`config.mk`:
```
export PLATFORM = sky130hd
export DESIGN_NAME = video_timing_gen
export DESIGN_NICKNAME = d
export VERILOG_FILES = /design/src/rtl/video_timing_pkg.sv /design/src/rtl/vtg_delay_pipe.sv /design/src/rtl/video_timing_gen.sv
export SDC_FILE = /design/constraint.sdc
export NUM_CORES = 1
export LEC_CHECK = 0
export BUFFER_PORTS_ARGS = -buffer_cell sky130_fd_sc_hd__buf_2
export CAP_MARGIN = 20
export CORE_MARGIN = 4
export CORE_UTILIZATION = 48
export CTS_CLUSTER_DIAMETER = 60
export DETAILED_ROUTE_END_ITERATION = 10
export PLACE_DENSITY = 0.74
export SETUP_SLACK_MARGIN = 0.2
export SYNTH_ARGS = -nofsm -noshare
export SYNTH_HDL_FRONTEND = slang
export SYNTH_SLANG_ARGS = --single-unit
```
`constraint.sdc`:
```
create_clock -name sys_clk -period 1.82 [get_ports sys_clk]
set_input_delay 0.364 -clock sys_clk [delete_from_list [all_inputs] [get_ports sys_clk]]
set_output_delay 0.364 -clock sys_clk [all_outputs]
set_load 0.005 [all_outputs]
```
`src/rtl/video_timing_pkg.sv`:
```
// Shared mode constants and raster-size helpers for the video timing generator.
package video_timing_pkg;

    // 1280x720p60
    localparam int unsigned P720_H_ACTIVE = 1280;
    localparam int unsigned P720_H_FP     = 110;
    localparam int unsigned P720_H_SYNC   = 40;
    localparam int unsigned P720_H_BP     = 220;
    localparam int unsigned P720_V_ACTIVE = 720;
    localparam int unsigned P720_V_FP     = 5;
    localparam int unsigned P720_V_SYNC   = 5;
    localparam int unsigned P720_V_BP     = 20;
    localparam bit          P720_SYNC_POL = 1'b1;

    // 640x480p60
    localparam int unsigned P480_H_ACTIVE = 640;
    localparam int unsigned P480_H_FP     = 16;
    localparam int unsigned P480_H_SYNC   = 96;
    localparam int unsigned P480_H_BP     = 48;
    localparam int unsigned P480_V_ACTIVE = 480;
    localparam int unsigned P480_V_FP     = 10;
    localparam int unsigned P480_V_SYNC   = 2;
    localparam int unsigned P480_V_BP     = 33;
    localparam bit          P480_SYNC_POL = 1'b0;

    function automatic int unsigned h_total(input int unsigned active, input int unsigned fp,
                                            input int unsigned sync, input int unsigned bp);
        return active + fp + sync + bp;
    endfunction

    function automatic int unsigned v_total(input int unsigned active, input int unsigned fp,
                                            input int unsigned sync, input int unsigned bp);
        return active + fp + sync + bp;
    endfunction

endpackage

```
`src/rtl/vtg_delay_pipe.sv`:
```
// DEPTH-stage shift of {de,hs,vs}; de_pre is the stage one before the output, used to
// qualify the pixel-data capture. DEPTH must be at least 2.
module vtg_delay_pipe
    import video_timing_pkg::*;
#(
    parameter int unsigned DEPTH     = 2,
    parameter bit          IDLE_SYNC = 1'b0
) (
    input  logic clk,
    input  logic rst_n,
    input  logic de_a,
    input  logic hs_a,
    input  logic vs_a,
    output logic de_pre,
    output logic de_dly,
    output logic hs_dly,
    output logic vs_dly
);

    logic [DEPTH-1:0] de_q;
    logic [DEPTH-1:0] hs_q;
    logic [DEPTH-1:0] vs_q;

    always_ff @(posedge clk or negedge rst_n) begin
        if (!rst_n) begin
            de_q <= '0;
            hs_q <= {DEPTH{IDLE_SYNC}};
            vs_q <= {DEPTH{IDLE_SYNC}};
        end else begin
            de_q <= {de_q[DEPTH-2:0], de_a};
            hs_q <= {hs_q[DEPTH-2:0], hs_a};
            vs_q <= {vs_q[DEPTH-2:0], vs_a};
        end
    end

    assign de_pre = de_q[DEPTH-2];
    assign de_dly = de_q[DEPTH-1];
    assign hs_dly = hs_q[DEPTH-1];
    assign vs_dly = vs_q[DEPTH-1];

endmodule

```
`src/rtl/video_timing_gen.sv`:
```
// Raster timing source: coordinate counters and registered request stage, with sync/de and
// returned RGB aligned PIX_LAT+1 clocks after each pixel request.
module video_timing_gen
    import video_timing_pkg::*;
#(
    parameter int unsigned H_ACTIVE = P720_H_ACTIVE,
    parameter int unsigned H_FP     = P720_H_FP,
    parameter int unsigned H_SYNC   = P720_H_SYNC,
    parameter int unsigned H_BP     = P720_H_BP,
    parameter int unsigned V_ACTIVE = P720_V_ACTIVE,
    parameter int unsigned V_FP     = P720_V_FP,
    parameter int unsigned V_SYNC   = P720_V_SYNC,
    parameter int unsigned V_BP     = P720_V_BP,
    parameter bit          SYNC_POL = P720_SYNC_POL,
    parameter int unsigned PIX_LAT  = 1,
    parameter int unsigned CNT_W    = 12
) (
    input  logic             sys_clk,
    input  logic             sys_rst_n,
    input  logic             en,
    input  logic [23:0]      pix_data,
    output logic             pix_req,
    output logic [CNT_W-1:0] req_x,
    output logic [CNT_W-1:0] req_y,
    output logic             frame_start,
    output logic             hsync,
    output logic             vsync,
    output logic             de,
    output logic [7:0]       rgb_red,
    output logic [7:0]       rgb_green,
    output logic [7:0]       rgb_blue
);

    localparam int unsigned H_TOTAL = h_total(H_ACTIVE, H_FP, H_SYNC, H_BP);
    localparam int unsigned V_TOTAL = v_total(V_ACTIVE, V_FP, V_SYNC, V_BP);

    localparam logic [CNT_W-1:0] H_LAST     = CNT_W'(H_TOTAL - 1);
    localparam logic [CNT_W-1:0] V_LAST     = CNT_W'(V_TOTAL - 1);
    localparam logic [CNT_W-1:0] H_ACT      = CNT_W'(H_ACTIVE);
    localparam logic [CNT_W-1:0] V_ACT      = CNT_W'(V_ACTIVE);
    localparam logic [CNT_W-1:0] H_SYNC_BEG = CNT_W'(H_ACTIVE + H_FP);
    localparam logic [CNT_W-1:0] H_SYNC_END = CNT_W'(H_ACTIVE + H_FP + H_SYNC);
    localparam logic [CNT_W-1:0] V_SYNC_BEG = CNT_W'(V_ACTIVE + V_FP);
    localparam logic [CNT_W-1:0] V_SYNC_END = CNT_W'(V_ACTIVE + V_FP + V_SYNC);

    if (PIX_LAT < 1 || PIX_LAT > 4) begin : g_bad_pix_lat
        $error("video_timing_gen: PIX_LAT must be in 1..4");
    end
    if (H_TOTAL >= 2 ** CNT_W || V_TOTAL >= 2 ** CNT_W) begin : g_bad_cnt_w
        $error("video_timing_gen: H_TOTAL/V_TOTAL do not fit in CNT_W bits");
    end

    logic [CNT_W-1:0] h_cnt;
    logic [CNT_W-1:0] v_cnt;
    logic             active;
    logic             hs_a;
    logic             vs_a;
    logic             de_pre;

    // Parking at the last position makes the first enabled clock land on (0,0).
    always_ff @(posedge sys_clk or negedge sys_rst_n) begin
        if (!sys_rst_n) begin
            h_cnt <= H_LAST;
            v_cnt <= V_LAST;
        end else if (!en) begin
            h_cnt <= H_LAST;
            v_cnt <= V_LAST;
        end else if (h_cnt == H_LAST) begin
            h_cnt <= '0;
            v_cnt <= (v_cnt == V_LAST) ? '0 : v_cnt + 1'b1;
        end else begin
            h_cnt <= h_cnt + 1'b1;
        end
    end

    assign active = (h_cnt < H_ACT) && (v_cnt < V_ACT);

    always_ff @(posedge sys_clk or negedge sys_rst_n) begin
        if (!sys_rst_n) begin
            pix_req     <= 1'b0;
            frame_start <= 1'b0;
            req_x       <= '0;
            req_y       <= '0;
            hs_a        <= ~SYNC_POL;
            vs_a        <= ~SYNC_POL;
        end else if (en) begin
            pix_req     <= active;
            frame_start <= (h_cnt == '0) && (v_cnt == '0);
            if (active) begin
                req_x <= h_cnt;
                req_y <= v_cnt;
            end
            hs_a <= (h_cnt >= H_SYNC_BEG && h_cnt < H_SYNC_END) ? SYNC_POL : ~SYNC_POL;
            vs_a <= (v_cnt >= V_SYNC_BEG && v_cnt < V_SYNC_END) ? SYNC_POL : ~SYNC_POL;
        end else begin
            pix_req     <= 1'b0;
            frame_start <= 1'b0;
            hs_a        <= ~SYNC_POL;
            vs_a        <= ~SYNC_POL;
        end
    end

    vtg_delay_pipe #(
        .DEPTH     (PIX_LAT + 1),
        .IDLE_SYNC (~SYNC_POL)
    ) u_delay_pipe (
        .clk    (sys_clk),
        .rst_n  (sys_rst_n),
        .de_a   (pix_req),
        .hs_a   (hs_a),
        .vs_a   (vs_a),
        .de_pre (de_pre),
        .de_dly (de),
        .hs_dly (hsync),
        .vs_dly (vsync)
    );

    // Capture on the clock where the delayed request meets its returned data.
    always_ff @(posedge sys_clk or negedge sys_rst_n) begin
        if (!sys_rst_n) begin
            {rgb_red, rgb_green, rgb_blue} <= '0;
        end else if (de_pre) begin
            {rgb_red, rgb_green, rgb_blue} <= pix_data;
        end else begin
            {rgb_red, rgb_green, rgb_blue} <= '0;
        end
    end

endmodule

```
==> flow_summary.toml, run 1 <==
[status]
outcome = "complete, but fails checks"
failed_checks = "setup timing"

[logic_synthesis]
synth.cell_area_um2 = 3560
synthCells = 305
ys_ff_latch = 82
synthesized_netlist_net_count = 339
syn_area_per_cell_um2 = 11.7
yosysWarnings = 0
ys.flop_type = "sky130_fd_sc_hd__dfrtp_1"
postSynth.asyncResetShare_pct = 100
fraction_of_the_yosys_area_taken_by_sequential_cells_pct = 58.1
post_synth_num_cell_types = 53
synth_edf_count = 0

[min_path]
worst_hold_startpoint = "pix_data[17]"
timing.hold.worst_path_depth = 2
whs_endpoint = "rgb_red[1]"
worst_hold_path_type = "in2reg"

[die]
fp.dieW_um = 94.1
core_um2 = 7210
effective_utilization_at_floorplan_pct = 49.4
die_area_um2 = 8860
pin_count = 80
row_count = 31
die_y_um = 94.1

[drt]
first_iter_violations = 255
routed_length_per_placed_instance_um = 16.7
route.detailed.vias_per_inst = 5.36
detailroute.via_count = 2851
drt_pre_antenna_iters = 4
antenna_violating_nets_post_route = 0
route.final.wire_length_um = 8900
remaining_drc_errors = 0

[timing]
finalClockSkew_ps = 7.05
final_max_slew_viol_count = 0
unrepaired_setup_endpoints_after_global_routing = "true"
period_utilization_pct = 103
tightestPinTransition_ps = 544
period_needed_ps = 1870
slew_headroom_pct = 63.7
final-setup-viol-count = 8
finalHoldViolations = 0
fin_ws_ps = -46.8
timing.fmax_mhz = 536

[clocking]
clkLatencyLatePin_ps = 350
cts-root-to-sink-buffers = 2
root_buffer = "sky130_fd_sc_hd__clkbuf_8"
tritoncts.num_buffers = 9
cts_sinks = 82
cts_tree = "yes"
clkTransAtPathRegs_ps = 80
ctsHtreeMaxLevel = 3

[worst_setup_path]
timing.reg2reg.worst_path_depth = 5
critical_path.startpoint_type = "register"
setup.worst_path.class = "reg2reg"
setup.worst_path.start = "h_cnt[8]"
endpoint_of_the_worst_slack_reg_to_reg_timing_path = "v_cnt[11]"
rr_startpoint = "h_cnt[8]"
worst-path-max-fanout = 4
worstPathRequired_ps = 2070
arrival_ps = 2120
ff2ff_setup_slack_ps = -50
worstSetupEndpointType = "register"

[grt]
global_route.overflow_total = 0
global_route.usage.total_pct = 20.8
grt_antenna_before_repair = 0
pin_count_of_the_biggest_net_entering_global_routing = 31
grt_pass1_vias = 2902
grt_pass1_wl_um = 14300

[cells_and_area]
filler_cell_count = 499
layout.nets = 462
multi_input_comb_area_um2 = 1610
final_design_area_excluding_fillers_um2 = 4950
layout-drive-gt1-share_pct = 50.8
diodes = 0
layout-area-overhead-vs-synth_pct = 39.1
final-seq-area_um2 = 2070

[placement]
dpl_cell_area_um2 = 4370
port_buffers = 79
routabilityCongestion = 0.922
final_hpwl_dp_um = 6000

[power_and_ir_drop]
power.ir.vdd_worst_mv = 0.782
power_density_nw_per_um2 = 1450
post-layout-total-power_mw = 7.18
leakagePower_nw = 2.41

[run]
maxCapViolations = 0
-- sequential cells by signal, indices dropped and copies added, names as in the netlist --
register and flops:
h_cnt 12, req_x 12, req_y 12, v_cnt 12
rgb_blue 8, rgb_green 8, rgb_red 8, u_delay_pipe.de_q 2
u_delay_pipe.hs_q 2, u_delay_pipe.vs_q 2, frame_start 1, hs_a 1
pix_req 1, vs_a 1
-- worst max-delay path by stage --
stage	slack (ps)	to	cells past startpoint
2_1_floorplan	-30	h_cnt[1]	5
3_3_place_gp	40	req_x[9]	6
3_5_place_dp	-30	req_y[0]	5
4_1_cts	30	req_y[4]	5
5_1_grt	-130	v_cnt[11]	5
6_report	-50	v_cnt[11]	5
-- synthesized netlist by cell type, types with 5 or more instances --
library cell	instances	area (µm²)
sky130_fd_sc_hd__clkbuf_1	10	37.5
sky130_fd_sc_hd__o21ai_0	5	25.0
sky130_fd_sc_hd__nand4_1	10	62.6
sky130_fd_sc_hd__mux2_2	16	180
sky130_fd_sc_hd__or3_1	5	31.3
sky130_fd_sc_hd__dfstp_2	13	342
sky130_fd_sc_hd__and3_1	5	31.3
sky130_fd_sc_hd__xnor2_1	7	61.3
sky130_fd_sc_hd__inv_1	17	63.8
sky130_fd_sc_hd__ha_1	7	87.6
sky130_fd_sc_hd__and2_1	25	156
sky130_fd_sc_hd__nand3_1	15	75.1
sky130_fd_sc_hd__nand2_1	16	60.1
sky130_fd_sc_hd__a21oi_1	5	25.0
sky130_fd_sc_hd__dfrtp_1	69	1730
sky130_fd_sc_hd__nor2_1	14	52.6
-- placed cells by master, fill, tap and decap left out, types with 6 or more instances in the layout --
cell type / n
sky130_fd_sc_hd__a21oi_2: 8
sky130_fd_sc_hd__xnor2_1: 7
sky130_fd_sc_hd__dfstp_2: 13
sky130_fd_sc_hd__nand3_1: 11
sky130_fd_sc_hd__inv_1: 17
sky130_fd_sc_hd__buf_4: 37
sky130_fd_sc_hd__ha_1: 6
sky130_fd_sc_hd__dfrtp_1: 68
sky130_fd_sc_hd__nor2_1: 10
sky130_fd_sc_hd__mux2_4: 20
sky130_fd_sc_hd__buf_6: 9
sky130_fd_sc_hd__nand2_1: 15
sky130_fd_sc_hd__buf_2: 79
sky130_fd_sc_hd__and2_1: 25
sky130_fd_sc_hd__nand4_1: 10
sky130_fd_sc_hd__clkbuf_8: 9
-- metrics by stage --
stage	setup slack, ps	utilization [%]	instances	hold slack [ps]	setup TNS (ps)
2_1_floorplan	-29.6	-	305	68.4	-265
3_3_place_gp	41.8	60.6	504	229	0
3_5_place_dp	-33.4	60.6	504	230	-213
4_1_cts	30.8	65.5	525	208	0
5_1_grt	-127	68.7	532	200	-1500
6_report	-46.8	68.7	532	214	-117
-- cells by family after synthesis --
kind of cell	after synthesis	synth area share, %
and+or+nand+nor	114	18.4
muxes	20	6.32
DFF	82	58.1
xor gates and xnor gates	8	1.97
buffers and inverters	35	4.57
AOI/OAI and AO/OA	39	8.18
adders and majority gates	7	2.46
-- final cells by class --
cell class	count	share of cell area [%]
Clock inverter	6	1.87
Inverter	17	1.29
Timing Repair Buffer	130	17.6
Multi-Input combinational cell	188	32.4
Tap cell	99	2.50
Sequential cell	82	41.8
Clock buffer	10	2.58
-- metal layers --
| metal | track usage [%] | share of wire, % | vias to the layer above |
|---|---|---|---|
| met3 | 4.57 | 7.4 | 19 |
| met1 | 27.7 | 43 | 1390 |
| met4 | 8.54 | 2.2 | 0 |
| met5 | 0 | 0 | - |
| li1 | - | - | 1315 |
| met2 | 32.8 | 47 | 127 |
-- worst max-delay path: stages (launching register included) --
cell and delay, ps:
sky130_fd_sc_hd__dfrtp_1 390, sky130_fd_sc_hd__or4_4 550, sky130_fd_sc_hd__buf_6 140, sky130_fd_sc_hd__nor3_4 270
sky130_fd_sc_hd__nand2_2 120, sky130_fd_sc_hd__o32ai_1 300
-- timing repair --
action                                  in CTS  in global routing
hold endpoints to repair                    10                  0
hold buffers                                 1                  0
gates cloned                                 1                  2
buffers inserted                             3                  5
gates resized for setup                     25                 37
endpoints found under the setup margin      44                 49
pin swaps                                    6                 19
-- power breakdown --
part	leakage (nW)	internal, mW	total [mW]	switching (mW)
clock	0.103	0.777	1.45	0.670
combinational	1.27	1.58	3.20	1.62
sequential	1.04	2.24	2.53	0.294
total	2.41	4.59	7.18	2.59
Note: power is estimated with default switching activity, not from simulation.
==> inputs of run 2 (changes only) <==
--- a/config.mk
+++ b/config.mk
@@ -11,7 +11,7 @@
 export CORE_UTILIZATION = 48
 export CTS_CLUSTER_DIAMETER = 60
 export DETAILED_ROUTE_END_ITERATION = 10
-export PLACE_DENSITY = 0.74
+export PLACE_DENSITY = 0.75
 export SETUP_SLACK_MARGIN = 0.2
 export SYNTH_ARGS = -nofsm -noshare
 export SYNTH_HDL_FRONTEND = slang
==> flow_summary.toml, run 2 (same netlist as run 1, synthesis figures left out) <==
[timing]
timing.fmax_mhz = 531
finalHoldViolations = 0
period_needed_ps = 1880
final-setup-viol-count = 28
fin_ws_ps = -63.9
slew_headroom_pct = 64.1
finalClockSkew_ps = 7.60
tightestPinTransition_ps = 539
finalSetupTns_ps = -714
period_utilization_pct = 104
final.hold.worst_slack_ps = 213
final_max_slew_viol_count = 0
unrepaired_setup_endpoints_after_global_routing = "true"

[drt]
routed_length_per_placed_instance_um = 16.7
detailroute.via_count = 2799
antenna_violating_nets_post_route = 0
route.detailed.vias_per_inst = 5.30
route.final.wire_length_um = 8820
first_iter_violations = 139
remaining_drc_errors = 0
drt_pre_antenna_iters = 4

[die]
pin_count = 80
die_y_um = 94.1
core_um2 = 7210
fp.dieW_um = 94.1
die_area_um2 = 8860
effective_utilization_at_floorplan_pct = 49.4
row_count = 31

[cells_and_area]
diodes = 0
layout_commonest_cell = "sky130_fd_sc_hd__buf_2"
layout.nets = 458
layout-area-overhead-vs-synth_pct = 36.8
layout.cells.most_common_list = "78 x sky130_fd_sc_hd__buf_2, 69 x sky130_fd_sc_hd__dfrtp_1, 33 x sky130_fd_sc_hd__buf_4"
layout.core_utilization_pct = 67.6
layout-drive-gt1-share_pct = 49.7
final_design_area_excluding_fillers_um2 = 4870
filler_cell_count = 539
fin_cells = 528

[clocking]
ctsHtreeMaxLevel = 3
root_buffer = "sky130_fd_sc_hd__clkbuf_8"
cts_sinks = 82
cts_tree = "yes"
clkLatencyLatePin_ps = 360
tritoncts.num_buffers = 9
cts-root-to-sink-buffers = 2
clkTransAtPathRegs_ps = 90

[power_and_ir_drop]
power_density_nw_per_um2 = 1400
power.ir.vdd_worst_mv = 0.958
leakagePower_nw = 2.39

[worst_setup_path]
arrival_ps = 2160
worstPathRequired_ps = 2100
critical_path_buf_inv_count = 2
worstSetupEndpointType = "register"
worstPathCellList = "or4_4, buf_6, nor3_4, nand3_2, buf_4, o22ai_2"
worst_path_largest_cell_delay_ps = 540
critical_path.startpoint_type = "register"
worst_path_dominant_cell_family = "simple AND/OR/NAND/NOR gates"
slowest_stage = "sky130_fd_sc_hd__or4_4"
setup.worst_path.class = "reg2reg"
worst-path-max-fanout = 4

[placement]
placedCellCount = 500
final_hpwl_dp_um = 5720
dpl_cell_area_um2 = 4340
port_buffers = 79
routabilityCongestion = 0.896

[min_path]
worst_hold_path_type = "in2reg"

[grt]
grt_pass1_wl_um = 13200
global_route.usage.total_pct = 19.3
pin_count_of_the_biggest_net_entering_global_routing = 40
grt_antenna_before_repair = 0
global_route.overflow_total = 0
grt_pass1_vias = 2677

[run]
maxCapViolations = 0

[status]
failed_checks = "setup timing"
outcome = "complete, but fails checks"
## run 2: repair_timing
action	4_1_cts	5_1_grt
gates cloned	0	1
hold buffers	1	0
buffers inserted	4	6
hold endpoints to repair	27	0
setup endpoints to repair	41	50
gates resized for setup	13	41
pin swaps	4	13
## run 2: power by group
part	leakage (nW)	total [mW]	switching (mW)	internal, mW
combinational	1.25	3.07	1.53	1.54
clock	0.0900	1.20	0.694	0.504
sequential	1.05	2.56	0.320	2.24
## run 2: final timing paths
| check | start | endpoint | slack (ps) | cells after the start |
|---|---|---|---|---|
| max | h_cnt[7] | v_cnt[10] | -60 | 6 |
| min | pix_data[19] | rgb_red[3] | 210 | 2 |
| max reg2reg | h_cnt[7] | v_cnt[10] | -60 | 6 |
| min reg2reg | u_delay_pipe.hs_q[0] | u_delay_pipe.hs_q[1] | 350 | 0 |
| max in group asynchronous | sys_rst_n | v_cnt[6] | 700 | 3 |
| min in group asynchronous | sys_rst_n | req_x[4] | 530 | 2 |
## run 2: per-layer routing
metal / global-route usage (%) / part of all wire [%] / vias to the layer above
met5: 0 / 0 / -
met2: 28.8 / 47 / 122
met1: 27.1 / 43 / 1363
met3: 4.25 / 8.0 / 18
li1: - / - / 1296
met4: 7.94 / 1.9 / 0
## run 2: through the flow
| stage | power [mW] | setup slack (ps) |
|---|---|---|
| after floorplan | 4.07 | -29.6 |
| after global placement | 4.93 | 23.8 |
| after detailed placement | 5.00 | -40.3 |
| after CTS | 6.38 | 19.6 |
| after global routing | 7.25 | -131 |
| final | 6.83 | -63.9 |
## run 2: cell type report
class | instances | area [µm²] | share of cell area (%)
sequential | 82 | 2070 | 42.4
multi-input combinational | 188 | 1580 | 32.4
timing repair buffer | 126 | 862 | 17.7
clock buffer | 9 | 124 | 2.54
tap | 99 | 124 | 2.54
inverter | 17 | 63.8 | 1.31
clock inverter | 7 | 52.6 | 1.08
## run 2: worst register-to-register path, stage by stage (launching register included)
cell                      delay [ps]
sky130_fd_sc_hd__dfrtp_1         400
sky130_fd_sc_hd__or4_4           540
sky130_fd_sc_hd__buf_6           140
sky130_fd_sc_hd__nor3_4          290
sky130_fd_sc_hd__nand3_2         130
sky130_fd_sc_hd__buf_4           160
sky130_fd_sc_hd__o22ai_2         150
==> inputs of run 3 (changes only) <==
--- a/config.mk
+++ b/config.mk
@@ -11,7 +11,7 @@
 export CORE_UTILIZATION = 48
 export CTS_CLUSTER_DIAMETER = 60
 export DETAILED_ROUTE_END_ITERATION = 10
-export PLACE_DENSITY = 0.75
+export PLACE_DENSITY = 0.76
 export SETUP_SLACK_MARGIN = 0.2
 export SYNTH_ARGS = -nofsm -noshare
 export SYNTH_HDL_FRONTEND = slang
==> flow_summary.toml, run 3 (same netlist as run 1, synthesis figures left out) <==
[timing]
final-setup-viol-count = 24
fin_ws_ps = -79.8
slew_headroom_pct = 66.9
unrepaired_setup_endpoints_after_global_routing = "true"
finalHoldViolations = 0
period_needed_ps = 1900
timing.fmax_mhz = 526
period_utilization_pct = 104
final_max_slew_viol_count = 0
tightestPinTransition_ps = 496
finalClockSkew_ps = 10.6

[grt]
grt_pass1_wl_um = 14500
global_route.usage.total_pct = 21.0
grt_antenna_before_repair = 0
grt_pass1_vias = 2926
pin_count_of_the_biggest_net_entering_global_routing = 51
global_route.overflow_total = 0

[worst_setup_path]
critical_path.startpoint_type = "register"
rr_startpoint = "v_cnt[11]"
timing.reg2reg.worst_path_depth = 6
worstPathRequired_ps = 2060
worstSetupEndpointType = "register"
arrival_ps = 2130
ff2ff_setup_slack_ps = -80
worst-path-max-fanout = 5
endpoint_of_the_worst_slack_reg_to_reg_timing_path = "req_x[4]"
setup.worst_path.class = "reg2reg"

[drt]
route.final.wire_length_um = 9150
first_iter_violations = 285
route.detailed.vias_per_inst = 5.53
antenna_violating_nets_post_route = 0
detailroute.via_count = 2946
routed_length_per_placed_instance_um = 17.2
remaining_drc_errors = 0
drt_pre_antenna_iters = 5

[die]
core_um2 = 7210
effective_utilization_at_floorplan_pct = 49.4
row_count = 31
die_y_um = 94.1
pin_count = 80
fp.dieW_um = 94.1
die_area_um2 = 8860

[cells_and_area]
layout.core_utilization_pct = 69.3
fin_cells = 533
layout-drive-gt1-share_pct = 51.6
layout.cells.most_common_list = "78 x sky130_fd_sc_hd__buf_2, 69 x sky130_fd_sc_hd__dfrtp_1, 35 x sky130_fd_sc_hd__buf_4"
layout_commonest_cell = "sky130_fd_sc_hd__buf_2"
layout-area-overhead-vs-synth_pct = 40.4
layout.nets = 463
diodes = 0

[clocking]
root_buffer = "sky130_fd_sc_hd__clkbuf_8"
cts_tree = "yes"
ctsHtreeMaxLevel = 3
clkLatencyLatePin_ps = 350
cts-root-to-sink-buffers = 2
cts_sinks = 82
tritoncts.num_buffers = 9
clkTransAtPathRegs_ps = 90

[min_path]
whs_endpoint = "rgb_red[1]"
worst_hold_path_type = "in2reg"
timing.hold.worst_path_depth = 2
worst_hold_startpoint = "pix_data[17]"

[placement]
detailedPlace.worstSlack_ps = -104
routabilityCongestion = 0.909
final_hpwl_dp_um = 5700
port_buffers = 79
placedCellCount = 504

[status]
failed_checks = "setup timing"
outcome = "complete, but fails checks"

[power_and_ir_drop]
leakagePower_nw = 2.43
power_density_nw_per_um2 = 1470
power.ir.vdd_worst_mv = 0.918

[run]
maxCapViolations = 0
## run 3: report_power, final
group	internal, mW	switching [mW]	leakage [nW]
combinational	1.66	1.67	1.27
clock	0.784	0.671	0.108
sequential	2.24	0.301	1.05
total	4.69	2.64	2.43
## run 3: layer usage
metal	GRT usage (%)	vias up	share of wire, %
met4	9.99	0	2.5
met2	34.3	152	49
met5	0	-	0
met3	3.61	21	7.4
li1	-	1312	-
met1	27.2	1461	41
## run 3: worst max-delay path by stage
| stage | startpoint | end |
|---|---|---|
| CTS | h_cnt[11] | req_y[1] |
| floorplan | h_cnt[8] | h_cnt[1] |
| global route | h_cnt[11] | req_x[4] |
| global placement | en | req_x[8] |
| detailed placement | en | req_x[8] |
| finish | v_cnt[11] | req_x[4] |
## run 3: cell type report
class                      instances  area [µm²]
tap                               99         124
inverter                          17        63.8
fill                             503        2210
sequential                        82        2070
clock buffer                       9         124
timing repair buffer             131         896
multi-input combinational        188        1620
clock inverter                     7         100
## run 3: what timing repair did
item | in CTS | in global routing
gates resized for setup | 47 | 23
setup endpoints to repair | 50 | 50
hold buffers | 1 | 0
pin swaps | 15 | 7
endpoints found under the hold margin | 5 | 0
gates cloned | 1 | 0
setup buffers | 7 | 4
## run 3: worst max-delay path: stages, from the launching register on
cell                      delay [ps]
sky130_fd_sc_hd__dfrtp_1         440
sky130_fd_sc_hd__nor4b_4         330
sky130_fd_sc_hd__o21ai_2         150
sky130_fd_sc_hd__nor3b_4         290
sky130_fd_sc_hd__buf_6           160
sky130_fd_sc_hd__buf_6           120
sky130_fd_sc_hd__mux2_4          300
## run 3: through the flow
stage	area, µm²	setup TNS (ps)	hold slack (ps)	power (mW)
6_report	5000	-842	221	7.33
5_1_grt	5000	-2240	204	7.76
4_1_cts	4870	-4.77	205	7.10
3_5_place_dp	4360	-1040	183	5.04
3_3_place_gp	4360	0	186	4.99
2_1_floorplan	3630	-265	68.4	4.07
